==> src/rtl/midi_io_pkg.sv <==
// Shared MIDI constants, state encodings and the status-byte length decoder.
package midi_io_pkg;

  localparam logic [7:0] MIDI_CC = 8'hB0;
  localparam logic [7:0] MIDI_PC = 8'hC0;

  localparam logic [7:0] TX_BITS_1B = 8'd10;
  localparam logic [7:0] TX_BITS_2B = 8'd20;
  localparam logic [7:0] TX_BITS_3B = 8'd30;

  typedef enum logic [1:0] {
    RX_IDLE,
    RX_START,
    RX_DATA,
    RX_STOP
  } rx_state_e;

  // Data bytes that follow a status byte (running status is not supported).
  function automatic logic [1:0] midi_data_len(input logic [7:0] status);
    case (status[7:4])
      4'hC, 4'hD: return 2'd1;
      4'hF:       return 2'd0;
      default:    return 2'd2;
    endcase
  endfunction

endpackage

==> src/rtl/midi_debounce.sv <==
// Level debouncer: the output follows the input only after it has differed
// from the output for 2^CNT_W consecutive cycles.
module midi_debounce #(
  parameter int CNT_W = 21
) (
  input  logic clk_i,
  input  logic rst_ni,
  input  logic level_i,
  output logic level_o
);

  logic [CNT_W-1:0] cnt_q, cnt_d;
  logic             level_q, level_d;

  always_comb begin
    cnt_d   = cnt_q;
    level_d = level_q;
    if (level_i == level_q) begin
      cnt_d = '0;
    end else if (cnt_q == '1) begin
      level_d = level_i;
      cnt_d   = '0;
    end else begin
      cnt_d = cnt_q + CNT_W'(1);
    end
  end

  always_ff @(posedge clk_i or negedge rst_ni) begin
    if (!rst_ni) begin
      cnt_q   <= '0;
      level_q <= 1'b0;
    end else begin
      cnt_q   <= cnt_d;
      level_q <= level_d;
    end
  end

  assign level_o = level_q;

endmodule

==> src/rtl/midi_io_core.sv <==
// MIDI front end: footswitch debouncing, 31250-baud TX shifter, RX framer with
// command assembly, and save-mode tracking for assigning commands to buttons.
module midi_io_core
  import midi_io_pkg::*;
#(
  parameter int BAUD_CNT_HALF = 1600,
  parameter int DEBOUNCE_CNT  = 21
) (
  input  logic       clk,
  input  logic       rst,
  input  logic       btn1,
  input  logic       btn2,
  input  logic       midi_rx,
  output logic       midi_tx,
  input  logic [7:0] tx_status,
  input  logic [7:0] tx_data1,
  input  logic [7:0] tx_data2,
  input  logic [7:0] tx_bits,
  input  logic       tx_trigger,
  output logic       tx_busy,
  output logic [7:0] rx_status,
  output logic [7:0] rx_data1,
  output logic [7:0] rx_data2,
  output logic [1:0] rx_bytes,
  output logic       rx_valid,
  output logic [1:0] btn_index,
  output logic       save_mode
);

  localparam int BAUD_W = (2 * BAUD_CNT_HALF > 2) ? $clog2(2 * BAUD_CNT_HALF) : 1;
  localparam logic [BAUD_W-1:0] BIT_END  = BAUD_W'(2 * BAUD_CNT_HALF - 1);
  localparam logic [BAUD_W-1:0] HALF_END = BAUD_W'(BAUD_CNT_HALF - 1);
  localparam logic [BAUD_W-1:0] BAUD_ONE = BAUD_W'(1);

  logic [1:0] btn1_s_q, btn2_s_q, rx_s_q;
  logic       rx_sync, rx_prev_q;
  logic       db1, db2, db_any_q;
  logic [1:0] btn_index_q;

  midi_debounce #(.CNT_W(DEBOUNCE_CNT)) u_db1 (
    .clk_i(clk), .rst_ni(rst), .level_i(btn1_s_q[1]), .level_o(db1)
  );
  midi_debounce #(.CNT_W(DEBOUNCE_CNT)) u_db2 (
    .clk_i(clk), .rst_ni(rst), .level_i(btn2_s_q[1]), .level_o(db2)
  );

  assign rx_sync = rx_s_q[1];

  // TX: the start bit of the first byte lives in the line register; the
  // shifter holds the remaining 29 line bits.
  logic        trig_q;
  logic        tx_busy_q, tx_busy_d, tx_line_q, tx_line_d;
  logic [28:0] tx_sh_q, tx_sh_d;
  logic [4:0]  tx_left_q, tx_left_d, tx_bits_n;
  logic [BAUD_W-1:0] tx_cnt_q, tx_cnt_d;

  assign tx_bits_n = (tx_bits > TX_BITS_3B) ? 5'd30 : tx_bits[4:0];

  always_comb begin
    tx_busy_d = tx_busy_q;
    tx_line_d = tx_line_q;
    tx_sh_d   = tx_sh_q;
    tx_left_d = tx_left_q;
    tx_cnt_d  = tx_cnt_q;
    if (!tx_busy_q) begin
      tx_line_d = 1'b1;
      if (tx_trigger && !trig_q && tx_bits_n != 5'd0) begin
        tx_busy_d = 1'b1;
        tx_line_d = 1'b0;
        tx_sh_d   = {1'b1, tx_data2, 1'b0, 1'b1, tx_data1, 1'b0, 1'b1, tx_status};
        tx_left_d = tx_bits_n;
        tx_cnt_d  = '0;
      end
    end else if (tx_cnt_q == BIT_END) begin
      tx_cnt_d = '0;
      if (tx_left_q == 5'd1) begin
        tx_busy_d = 1'b0;
        tx_line_d = 1'b1;
      end else begin
        tx_left_d = tx_left_q - 5'd1;
        tx_line_d = tx_sh_q[0];
        tx_sh_d   = {1'b1, tx_sh_q[28:1]};
      end
    end else begin
      tx_cnt_d = tx_cnt_q + BAUD_ONE;
    end
  end

  // RX framer: counters are re-zeroed at mid-start so later samples land mid-bit.
  rx_state_e         rx_state_q, rx_state_d;
  logic [BAUD_W-1:0] rx_cnt_q, rx_cnt_d;
  logic [2:0]        rx_bit_q, rx_bit_d;
  logic [7:0]        rx_sh_q, rx_sh_d;
  logic              byte_done;

  always_comb begin
    rx_state_d = rx_state_q;
    rx_cnt_d   = rx_cnt_q;
    rx_bit_d   = rx_bit_q;
    rx_sh_d    = rx_sh_q;
    byte_done  = 1'b0;
    case (rx_state_q)
      RX_IDLE: begin
        if (rx_prev_q && !rx_sync) begin
          rx_state_d = RX_START;
          rx_cnt_d   = '0;
        end
      end
      RX_START: begin
        if (rx_cnt_q == HALF_END) begin
          rx_cnt_d   = '0;
          rx_bit_d   = 3'd0;
          rx_state_d = rx_sync ? RX_IDLE : RX_DATA;
        end else begin
          rx_cnt_d = rx_cnt_q + BAUD_ONE;
        end
      end
      RX_DATA: begin
        if (rx_cnt_q == BIT_END) begin
          rx_cnt_d = '0;
          rx_sh_d  = {rx_sync, rx_sh_q[7:1]};
          rx_bit_d = rx_bit_q + 3'd1;
          if (rx_bit_q == 3'd7) rx_state_d = RX_STOP;
        end else begin
          rx_cnt_d = rx_cnt_q + BAUD_ONE;
        end
      end
      RX_STOP: begin
        if (rx_cnt_q == BIT_END) begin
          rx_cnt_d   = '0;
          rx_state_d = RX_IDLE;
          byte_done  = rx_sync;
        end else begin
          rx_cnt_d = rx_cnt_q + BAUD_ONE;
        end
      end
      default: rx_state_d = RX_IDLE;
    endcase
  end

  // Command assembly and save-mode bookkeeping.
  logic       pend_q, pend_d, got_q, got_d, assigned_q, assigned_d;
  logic [1:0] need_q, need_d, rx_bytes_q, rx_bytes_d;
  logic [7:0] cmd_st_q, cmd_st_d, cmd_d1_q, cmd_d1_d;
  logic [7:0] rx_status_q, rx_status_d, rx_data1_q, rx_data1_d, rx_data2_q, rx_data2_d;
  logic       rx_valid_q, rx_valid_d;

  always_comb begin
    pend_d      = pend_q;
    got_d       = got_q;
    need_d      = need_q;
    cmd_st_d    = cmd_st_q;
    cmd_d1_d    = cmd_d1_q;
    rx_status_d = rx_status_q;
    rx_data1_d  = rx_data1_q;
    rx_data2_d  = rx_data2_q;
    rx_bytes_d  = rx_bytes_q;
    rx_valid_d  = rx_valid_q;
    if (byte_done) begin
      if (rx_sh_q[7]) begin
        rx_valid_d = 1'b0;
        pend_d     = 1'b0;
        if (midi_data_len(rx_sh_q) == 2'd0) begin
          {rx_status_d, rx_data1_d, rx_data2_d} = {rx_sh_q, 16'h0000};
          rx_bytes_d = 2'd1;
          rx_valid_d = 1'b1;
        end else begin
          pend_d   = 1'b1;
          got_d    = 1'b0;
          need_d   = midi_data_len(rx_sh_q);
          cmd_st_d = rx_sh_q;
        end
      end else if (pend_q) begin
        if (!got_q && need_q == 2'd1) begin
          {rx_status_d, rx_data1_d, rx_data2_d} = {cmd_st_q, rx_sh_q, 8'h00};
          rx_bytes_d = 2'd2;
          rx_valid_d = 1'b1;
          pend_d     = 1'b0;
        end else if (!got_q) begin
          cmd_d1_d = rx_sh_q;
          got_d    = 1'b1;
        end else begin
          {rx_status_d, rx_data1_d, rx_data2_d} = {cmd_st_q, cmd_d1_q, rx_sh_q};
          rx_bytes_d = 2'd3;
          rx_valid_d = 1'b1;
          pend_d     = 1'b0;
        end
      end
    end
  end

  always_comb begin
    assigned_d = assigned_q;
    if (!rx_valid_q) assigned_d = 1'b0;
    else if (save_mode && btn_index_q != 2'd0) assigned_d = 1'b1;
  end

  always_ff @(posedge clk or negedge rst) begin
    if (!rst) begin
      btn1_s_q <= 2'b00;       btn2_s_q <= 2'b00;
      rx_s_q <= 2'b11;         rx_prev_q <= 1'b1;
      db_any_q <= 1'b0;        btn_index_q <= 2'd0;
      trig_q <= 1'b0;          tx_busy_q <= 1'b0;
      tx_line_q <= 1'b1;       tx_sh_q <= '1;
      tx_left_q <= 5'd0;       tx_cnt_q <= '0;
      rx_state_q <= RX_IDLE;   rx_cnt_q <= '0;
      rx_bit_q <= 3'd0;        rx_sh_q <= 8'h00;
      pend_q <= 1'b0;          got_q <= 1'b0;
      need_q <= 2'd0;          cmd_st_q <= 8'h00;
      cmd_d1_q <= 8'h00;       rx_status_q <= 8'h00;
      rx_data1_q <= 8'h00;     rx_data2_q <= 8'h00;
      rx_bytes_q <= 2'd0;      rx_valid_q <= 1'b0;
      assigned_q <= 1'b0;
    end else begin
      btn1_s_q <= {btn1_s_q[0], btn1};
      btn2_s_q <= {btn2_s_q[0], btn2};
      rx_s_q <= {rx_s_q[0], midi_rx};
      rx_prev_q <= rx_sync;
      db_any_q <= db1 | db2;
      btn_index_q <= ((db1 | db2) && !db_any_q) ? {db2, db1} : 2'd0;
      trig_q <= tx_trigger;      tx_busy_q <= tx_busy_d;
      tx_line_q <= tx_line_d;    tx_sh_q <= tx_sh_d;
      tx_left_q <= tx_left_d;    tx_cnt_q <= tx_cnt_d;
      rx_state_q <= rx_state_d;  rx_cnt_q <= rx_cnt_d;
      rx_bit_q <= rx_bit_d;      rx_sh_q <= rx_sh_d;
      pend_q <= pend_d;          got_q <= got_d;
      need_q <= need_d;          cmd_st_q <= cmd_st_d;
      cmd_d1_q <= cmd_d1_d;      rx_status_q <= rx_status_d;
      rx_data1_q <= rx_data1_d;  rx_data2_q <= rx_data2_d;
      rx_bytes_q <= rx_bytes_d;  rx_valid_q <= rx_valid_d;
      assigned_q <= assigned_d;
    end
  end

  assign midi_tx   = tx_line_q;
  assign tx_busy   = tx_busy_q;
  assign rx_status = rx_status_q;
  assign rx_data1  = rx_data1_q;
  assign rx_data2  = rx_data2_q;
  assign rx_bytes  = rx_bytes_q;
  assign rx_valid  = rx_valid_q;
  assign btn_index = btn_index_q;
  assign save_mode = rx_valid_q & ~assigned_q;

endmodule

==> config.mk <==
export PLATFORM = sky130hd
export DESIGN_NAME = midi_io_core
export DESIGN_NICKNAME = d
export VERILOG_FILES = /design/src/rtl/midi_io_pkg.sv /design/src/rtl/midi_debounce.sv /design/src/rtl/midi_io_core.sv
export SDC_FILE = /design/constraint.sdc
export NUM_CORES = 1
export LEC_CHECK = 0
export ABC_CLOCK_PERIOD_IN_PS = 2500
export BUFFER_PORTS_ARGS = -buffer_cell sky130_fd_sc_hd__clkbuf_2
export CAP_MARGIN = 10
export CORE_MARGIN = 4
export CORE_UTILIZATION = 54
export CTS_BUF_LIST = sky130_fd_sc_hd__clkbuf_16
export CTS_CLUSTER_SIZE = 25
export DETAILED_ROUTE_END_ITERATION = 6
export PLACE_DENSITY = 0.87
export SYNTH_ARGS = -nofsm -noshare
export SYNTH_HDL_FRONTEND = slang
export SYNTH_HIERARCHICAL = 1
export SYNTH_SLANG_ARGS = --single-unit
export TNS_END_PERCENT = 5
==> constraint.sdc <==
create_clock -name clk -period 2.5 [get_ports clk]
set_clock_uncertainty 0.2 [all_clocks]
set_input_delay 0.25 -clock clk [delete_from_list [all_inputs] [get_ports clk]]
set_output_delay 0.25 -clock clk [all_outputs]
set_load 0.005 [all_outputs]
==> impl_metrics.env <==
export IMPL_status="finished clean"
export IMPL_finalSetupViolations=0
export IMPL_synth_edf_count=0
export IMPL_ir_worst_vdd_uv=464
export IMPL_end_kind="register"
export IMPL_dpl_hpwl_mm=10.9
export IMPL_yosysMostFrequentCell="dfrtp_1"
export IMPL_synth_area_leader_cell="dfrtp_1"
export IMPL_worst_slew_pin_slew_ns=0.673
export IMPL_slew_violations=0
export IMPL_critPathArrivalTime_ns=2.58
export IMPL_grt_pass1_wl_mm=30.0
export IMPL_first_pass_iters=5
export IMPL_startpoint="rx_cnt_q[0]"
export IMPL_synth_main_ff_cell="dfrtp_1"
export IMPL_cts_root_buf="clkbuf_16"
export IMPL_ys_seq_elements=172
export IMPL_met2_length_mm=9.45
export IMPL_final_util_pct=67.3
export IMPL_start_util_pct=55.9
export IMPL_clkSinkCount=172
export IMPL_path_class="reg -> reg"
export IMPL_yosysWarnings=6
export IMPL_async_flop_share_pct=100
export IMPL_max_freq_mhz=407
export IMPL_setup_ws_ns=0.0448
export IMPL_crit_path_start_kind="register"
export IMPL_min_period_over_period_pct=98.2
export IMPL_place_area_um2=8560
export IMPL_drc_errors=0
export IMPL_post_place_ws_ns=0.0253
export IMPL_grt_pass1_vias=6291
export IMPL_fin_area_um2=9480
export IMPL_m1WireLength_mm=7.74
export IMPL_setup_tns_ns=0
export IMPL_synth_area_leaders="dfrtp_1 (44%), dfstp_2 (11%), nor2_1 (5.5%)"
export IMPL_num_vias=6259
export IMPL_antenna_found_initial=0
export IMPL_die_x_um=129
export IMPL_synth_common_cells="dfrtp_1 (140), nor2_1 (116), nand2_1 (59)"
export IMPL_critical_path_required_ns=2.62
export IMPL_detail_route_antenna_nets=0
export IMPL_die_area_um2=16600
export IMPL_synth_top_area_share_pct=44.5
export IMPL_ys_seq_area_share_pct=55.2
export IMPL_grt_overflow=0
export IMPL_fp_coreArea_um2=14100
export IMPL_route_top_layer_used="met4"
export IMPL_path_clk_slew_ns=0.06
export IMPL_io_pins=70
export IMPL_cts_buffers=17
export IMPL_p_per_area_nw_per_um2=649
export IMPL_postSynthAreaPerCell_um2=10.5
export IMPL_num_rows=43
export IMPL_die_y_um=129
export IMPL_areaGrowthSynthToFinish_pct=20.4
export IMPL_htree_levels=4
export IMPL_syn_area_um2=7870
export IMPL_insertion_delay_ns=0.44
export IMPL_hold_violations=0
export IMPL_nNetsFinal=909
export IMPL_first_iter_violations=551
export IMPL_p_leak_nw=4.23
export IMPL_wl_mm=18.7
export IMPL_finalCriticalPeriod_ns=2.46
export IMPL_hold_path_startpoint="tx_bits[0]"
export IMPL_routabilityCongestion=0.850
export IMPL_cts_tree="yes"
export IMPL_drive_gt1_share_pct=23.3
export IMPL_grt_start_max_net_pins=62
export IMPL_portBuffers=67
export IMPL_synth_cells=748
export IMPL_via_per_inst=5.93
export IMPL_wl_per_cell_um=17.7
export IMPL_antenna_cells=0
export IMPL_slew_headroom_pct=55.0
export IMPL_path_max_fanout=18
export IMPL_cts_max_path_buffers=2
export IMPL_met3_length_um=785
export IMPL_ys_types=62
export IMPL_hold_path_class="in -> reg"
export IMPL_r2r_start="rx_cnt_q[0]"
export IMPL_gr_usage_all_layers_pct=22.4
export IMPL_max_cap_violations=0
## layout by cell type, fill, tap and decap left out, types with 3 or more instances in the layout
master	synthesis	layout
inv_1	15	16
clkinv_4	0	3
o22ai_1	26	26
nand3_1	32	31
o22a_1	8	8
ha_1	8	7
mux2i_1	14	14
dlygate4sd3_1	0	31
nor3_1	13	13
and3_1	6	6
clkinv_2	0	4
buf_12	0	5
clkbuf_16	0	17
xor2_1	10	10
nor4_1	12	12
nand4_1	12	12
a21oi_1	22	22
nand2_1	59	59
mux2_2	23	23
nor2b_1	4	4
nand2b_1	7	7
dfstp_2	32	32
and4_1	3	3
o31ai_1	4	4
a31oi_1	7	7
or3_1	8	8
or4_4	3	3
o21ai_0	47	47
xnor2_1	28	28
or4_1	4	4
clkinvlp_4	0	3
dfrtp_1	140	140
a22o_1	14	14
clkbuf_2	0	66
buf_4	7	23
nor2_1	116	116
## area by class of cell
| class | count | area (um^2) |
|---|---|---|
| clock buffer | 17 | 425 |
| clock inverter | 15 | 150 |
| fill | 981 | 4610 |
| inverter | 15 | 56.3 |
| multi-input combinational | 530 | 3350 |
| sequential | 172 | 4340 |
| tap | 180 | 225 |
| timing repair buffer | 127 | 936 |
## per-stage QoR
step	cells	hold WS, ns	total power, W
finish	1056	0.0256	0.00615
global route	1056	0.0669	0.00636
CTS	1055	0.00193	0.00612
detailed placement	992	0.0676	0.00351
global placement	992	0.0635	0.00349
floorplan	749	-0.246	0.00332
## timing repair
action / in CTS / in global routing
setup buffers: 0 / 1
gates resized for setup: 0 / 5
endpoints found under the hold margin: 87 / 0
setup endpoints to repair: 0 / 48
hold buffers: 31 / 0
## path summary, 6_finish.rpt
| check | cells after the start | slack (ns) | to |
|---|---|---|---|
| worst max-delay path | 6 | 0.04 | rx_cnt_q[11] |
| worst min-delay path | 5 | 0.03 | tx_left_q[0] |
| worst max register to register | 6 | 0.04 | rx_cnt_q[11] |
| worst min register to register | 0 | 0.15 | btn2_s_q[1] |
| max in group asynchronous | 3 | 1.20 | tx_sh_q[9] |
| min in group asynchronous | 2 | 0.18 | u_db1/cnt_q[4] |
## kinds of logic after synthesis
group           after synthesis  synth area share (%)
simple gates                295                  18.6
compound gates              150                  12.8
flops                       172                  55.2
mux                          37                  5.07
xor+xnor                     38                  4.23
fa+ha+maj                     8                  1.27
other cells                   1                0.0476
buf+inv                      47                  2.81
## power by group
part	switching (W)	internal [W]	leakage [nW]
Clock	0.00113	0.00147	0.281
Combinational	0.000329	0.000264	1.71
Sequential	0.0000997	0.00286	2.23
Total	0.00156	0.00459	4.23
## critical path, stage by stage, from the launching register on
cell and delay (ns):
dfrtp_1 0.45, ha_4 0.20, nand4_2 0.17, or4_4 0.58, a22o_4 0.35, a21o_1 0.18, a22o_1 0.22
## metal layers
metal  GRT usage (%)  vias up
met3            3.86       65
met2            38.1      213
li1                -     2900
met5               0        -
met1            27.7     3081
met4            11.2        0
## flip-flops by register name, summed over array words and instances (netlist names), 8 cells and up, named ones only
signal       cells
cmd_st_q         8
rx_cnt_q        12
rx_sh_q          8
rx_status        8
tx_cnt_q        12
tx_sh_q         28
u_db1/cnt_q     21
u_db2/cnt_q     21
Power figures use the tool's default switching activity.
